[src/rtl/cpu_types_pkg.sv]
// rtl/cpu_types_pkg.sv - shared CPU types: words, I-cache address decode, frame and FSM state
package cpu_types_pkg;

    typedef logic [31:0] word_t;

    localparam int ICACHE_SETS = 16;
    localparam int IIDX_W      = $clog2(ICACHE_SETS);
    localparam int ITAG_W      = 30 - IIDX_W;

    // Fetch address split for the default 16-frame instruction cache
    typedef struct packed {
        logic [ITAG_W-1:0] tag;
        logic [IIDX_W-1:0] idx;
        logic [1:0]        bytoff;
    } icachef_t;

    typedef enum logic {
        IDLE  = 1'b0,
        FETCH = 1'b1
    } icache_state_t;

    typedef struct packed {
        logic              valid;
        logic [ITAG_W-1:0] tag;
        word_t             data;
    } icache_frame_t;

endpackage

[src/rtl/icache_direct.sv]
// rtl/icache_direct.sv - direct-mapped one-word-block instruction cache with miss fill FSM
module icache_direct
    import cpu_types_pkg::*;
#(
    parameter int SETS  = 16,
    parameter int CNT_W = 32
) (
    input  logic             CLK,
    input  logic             RST,
    input  logic             imemREN,
    input  logic [31:0]      imemaddr,
    output logic [31:0]      imemload,
    output logic             ihit,
    output logic             iREN,
    output logic [31:0]      iaddr,
    input  logic [31:0]      iload,
    input  logic             iwait,
    output logic [CNT_W-1:0] hit_count,
    output logic [CNT_W-1:0] miss_count
);

    localparam int IW = $clog2(SETS);
    localparam int TW = 30 - IW;

    // Same layout as icache_frame_t, but sized from this instance's SETS
    typedef struct packed {
        logic          valid;
        logic [TW-1:0] tag;
        word_t         data;
    } frame_t;

    frame_t        frames [SETS];
    icache_state_t state;
    icache_state_t next_state;
    logic [29:0]   miss_addr;   // {tag, idx} of the word being filled

    logic [IW-1:0] idx;
    logic [TW-1:0] tag;
    logic          hit;
    logic          miss_start;
    logic          fill_done;
    logic          unused_bytoff;

    assign idx           = imemaddr[2 +: IW];
    assign tag           = imemaddr[31 -: TW];
    assign unused_bytoff = ^imemaddr[1:0];

    // Lookup only depends on stored frames and the fetch address, never on iload/iwait
    assign hit = imemREN && frames[idx].valid && (frames[idx].tag == tag);

    // Frame storage: fill overwrites the missed frame unconditionally
    always_ff @(posedge CLK or posedge RST) begin
        if (RST) begin
            for (int i = 0; i < SETS; i++) begin
                frames[i] <= '0;
            end
        end else if (fill_done) begin
            frames[miss_addr[IW-1:0]] <= {1'b1, miss_addr[29 -: TW], iload};
        end
    end

    // FSM state and latched miss address
    always_ff @(posedge CLK or posedge RST) begin
        if (RST) begin
            state     <= IDLE;
            miss_addr <= '0;
        end else begin
            state <= next_state;
            if (miss_start) begin
                miss_addr <= imemaddr[31:2];
            end
        end
    end

    // Next-state and outputs; FETCH holds the request until memory drops iwait
    always_comb begin
        next_state = state;
        ihit       = 1'b0;
        imemload   = '0;
        iREN       = 1'b0;
        iaddr      = '0;
        miss_start = 1'b0;
        fill_done  = 1'b0;
        case (state)
            IDLE: begin
                ihit = hit;
                if (hit) begin
                    imemload = frames[idx].data;
                end
                if (imemREN && !hit) begin
                    miss_start = 1'b1;
                    next_state = FETCH;
                end
            end
            FETCH: begin
                iREN  = 1'b1;
                iaddr = {miss_addr, 2'b00};
                if (!iwait) begin
                    fill_done  = 1'b1;
                    next_state = IDLE;
                end
            end
            default: next_state = IDLE;
        endcase
    end

    // Bring-up counters, wrapping
    always_ff @(posedge CLK or posedge RST) begin
        if (RST) begin
            hit_count  <= '0;
            miss_count <= '0;
        end else begin
            if (ihit) begin
                hit_count <= hit_count + CNT_W'(1);
            end
            if (miss_start) begin
                miss_count <= miss_count + CNT_W'(1);
            end
        end
    end

endmodule

[config.mk]
export PLATFORM = sky130hd
export DESIGN_NAME = icache_direct
export DESIGN_NICKNAME = d
export VERILOG_FILES = /design/src/rtl/cpu_types_pkg.sv /design/src/rtl/icache_direct.sv
export SDC_FILE = /design/constraint.sdc
export NUM_CORES = 2
export LEC_CHECK = 0
export ABC_CLOCK_PERIOD_IN_PS = 71200
export CAP_MARGIN = 10
export CORE_MARGIN = 4
export CORE_UTILIZATION = 45
export CTS_CLUSTER_DIAMETER = 80
export DETAILED_ROUTE_END_ITERATION = 12
export PLACE_DENSITY = 0.6
export SETUP_SLACK_MARGIN = 0.5
export SLEW_MARGIN = 20
export SYNTH_ARGS = -nofsm -noshare
export SYNTH_HDL_FRONTEND = slang
export SYNTH_SLANG_ARGS = --single-unit
[constraint.sdc]
create_clock -name CLK -period 71.2 [get_ports CLK]
set_input_delay 14.24 -clock CLK [delete_from_list [all_inputs] [get_ports CLK]]
set_output_delay 14.24 -clock CLK [all_outputs]
set_load 0.01 [all_outputs]
==> flow_summary.json <==
{
  "drc": 0,
  "fin_ws_ps": 37310,
  "use_met1_pct": 31.1,
  "crit_path_end_kind": "primary output",
  "reg2reg_slack_ps": 67080,
  "hold_end": "frames[235]",
  "finalCriticalPeriod_ps": 33890,
  "ys_warn_count": 0,
  "maxCapViolCount": 0,
  "ys.flop_type": "dfrtp_1",
  "drv_slew": 0,
  "synth-compound-area-share_pct": 1.09,
  "worst_pin_slew_ps": 1180,
  "hold_buffers": 0,
  "synth_edf_count": 0,
  "die_h_um": 333,
  "ant_nets": 0,
  "grt_max_degree": 134,
  "grt_usage_pct": 22.5,
  "gp_congestion": 0.765,
  "drive_gt1_share_pct": 43.9,
  "multi_input_area_um2": 20500,
  "ctsRootBufferMaster": "clkbuf_16",
  "synth_mux_area_share_pct": 35.4,
  "die_area_um2": 111000,
  "leakagePower_nw": 24.9,
  "regArea_um2": 26000,
  "wl_um": 124000,
  "hp-start": "frames[235]",
  "path_max_fanout": 73,
  "setup_viol": 0,
  "grt_pass1_wl_um": 191000,
  "grt.overflow.total": 0,
  "use_met2_pct": 37.6,
  "cts_tree": "built",
  "ys_types": 66,
  "skew_ps": 21.2,
  "pin_count": 198,
  "timing.hold.ws_ps": 465,
  "postSynthCellCount": 3127,
  "synth_top_family_by_area": "multiplexers",
  "cts_made_buffers": 111,
  "antenna_found_initial": 7,
  "critPathKind": "input port to primary output",
  "grt_pass1_vias": 30100,
  "synthArstFlopShare_pct": 100,
  "wl_per_cell_um": 26.5,
  "gr-usage-met3_pct": 3.32,
  "fp.coreArea_um2": 104000,
  "rows": 118,
  "fill_cells": 8473,
  "critPathRequiredTime_ps": 56960,
  "rsz0062_at_grt": "false",
  "clkTransAtPathRegs_ps": 60,
  "fmax_mhz": 29.5,
  "via_per_inst": 5.82,
  "dp_cells": 4489,
  "r2r_cells": 9,
  "peakVddDrop_v": 0.0000216,
  "clk-insertion-delay-late_ps": 690,
  "io_buffers": 193,
  "drt_first_pass_iters": 5,
  "postCtsSetupBuffers": 0,
  "fp.dieW_um": 333,
  "min_path_cells": 1,
  "dp_hpwl_um": 70200,
  "synthXorXnorAreaFrac_pct": 1.66,
  "timing.final.crit_share_pct": 47.6,
  "mappedNetlistArea_um2": 47500,
  "stdcell_count": 4701,
  "tns_ps": 0,
  "num_vias": 27300,
  "initial_core_util_pct": 45.6,
  "grt_most_used_layer": "met2",
  "area_growth_pct": 14.8,
  "drt_iter0_drc": 1680,
  "cts_resized": 0,
  "cts_num_sinks": 1039,
  "yosysSeqAreaShare_pct": 54.7,
  "synth.avg_cell_area_um2": 15.2,
  "htreeDepth": 3,
  "pwr_density_cell_nw_per_um2": 37.2,
  "hp-class": "register to register",
  "netlist.area_leader.share_pct": 54.7,
  "hold_viol": 0,
  "yosys.area_share.simple_pct": 4.54,
  "status": "complete, no violations",
  "worstReg2RegEnd": "hit_count[25]",
  "ys_seq_elements": 1039,
  "r2r_start": "frames[288]",
  "relSlewSlack_pct": 21.2,
  "clk_path_buf_depth": 3,
  "synthAdderAreaFrac_pct": 0.0526,
  "utilization_pct": 52.4,
  "yosysTopAreaCell": "dfrtp_1",
  "nets": 3293,
  "dp_slack_ps": 37140,
  "critPathLaunchType": "input port",
  "ys_top_cells_by_area": "dfrtp_1 55%, mux2_2 22%, mux4_2 11%",
  "cp.arrival_ps": 19650
}
cell families (layout without fill, tap and decap cells):
kind of cell | count (synthesis) | in the layout
AOI/OAI and AO/OA | 68 | 68
xor gates and xnor gates | 90 | 90
adders and majority gates | 2 | 2
buffers and inverters | 268 | 459
DFF | 1039 | 1039
muxes | 1254 | 1254
other | 1 | 4
and+or+nand+nor | 405 | 405
layout by cell type (no fill, tap or decap), types with 28 or more instances in the layout:
| cell type | synthesis | routed |
|---|---|---|
| xor2_1 | 46 | 46 |
| nand2_1 | 133 | 124 |
| buf_4 | 11 | 43 |
| mux4_2 | 237 | 237 |
| mux2_2 | 934 | 934 |
| nand3_1 | 35 | 35 |
| xnor2_1 | 44 | 44 |
| nor2b_1 | 44 | 43 |
| clkbuf_8 | 0 | 28 |
| nor2_1 | 38 | 37 |
| mux2i_1 | 73 | 73 |
| clkdlybuf4s50_1 | 0 | 189 |
| dfrtp_1 | 1039 | 1038 |
| clkbuf_16 | 0 | 111 |
| and2_1 | 37 | 37 |
power by group:
part           switching, mW  internal, mW
sequential             0.127         0.820
combinational          0.162         0.298
clock                  0.244         0.381
worst max-delay path by stage:
stage	end	from	depth (start not counted)
after floorplan	frames[0]	RST	1
after global placement	imemload[23]	imemaddr[4]	13
after detailed placement	imemload[23]	imemaddr[4]	13
after CTS	imemload[11]	imemaddr[4]	13
after global routing	imemload[11]	imemaddr[4]	13
final	imemload[24]	imemaddr[4]	13
cells in the mapped netlist, types with 35 or more instances:
cell,instances
mux2i_1,73
dfrtp_1,1039
mux4_2,237
clkbuf_1,128
xnor2_1,44
and2_1,37
nor2b_1,44
nor2_1,38
mux2_2,934
xor2_1,46
nand3_1,35
buf_1,74
nand2_1,133
critical path, stage by stage:
cell             delay, ps
buf_8                  470
buf_4                  720
buf_4                  850
mux4_2                 430
mux2i_1                190
xnor2_1                170
a211oi_1               440
o2111ai_1              160
nor3_1                 210
nand4_1                110
or2_2                  640
nor2b_1                290
clkdlybuf4s50_1        570
flip-flops by register name (all words and copies together) (netlist names):
signal      count
hit_count      32
state           1
miss_count     32
frames        944
miss_addr      30
cell type report:
| type | count | area share, % |
|---|---|---|
| tap | 1380 | 3.16 |
| timing repair buffer | 239 | 4.21 |
| multi-input combinational | 1821 | 37.5 |
| sequential | 1039 | 47.6 |
| clock inverter | 53 | 1.45 |
| clock buffer | 156 | 5.89 |
| antenna | 2 | 0.00917 |
| inverter | 11 | 0.0940 |
through the flow:
step / power [mW] / area (um^2)
global route: 2.14 / 54600
detailed placement: 1.42 / 50500
global placement: 1.37 / 50500
CTS: 2.05 / 54600
floorplan: 1.29 / 47500
finish: 2.03 / 54600
layer usage:
layer  up-vias  wire length, um
met5         -               48
met4         8             2720
met3       175             5320
met2       566            61800
met1     14900            54500
li1      11700                -
Power figures use the tool's default switching activity.
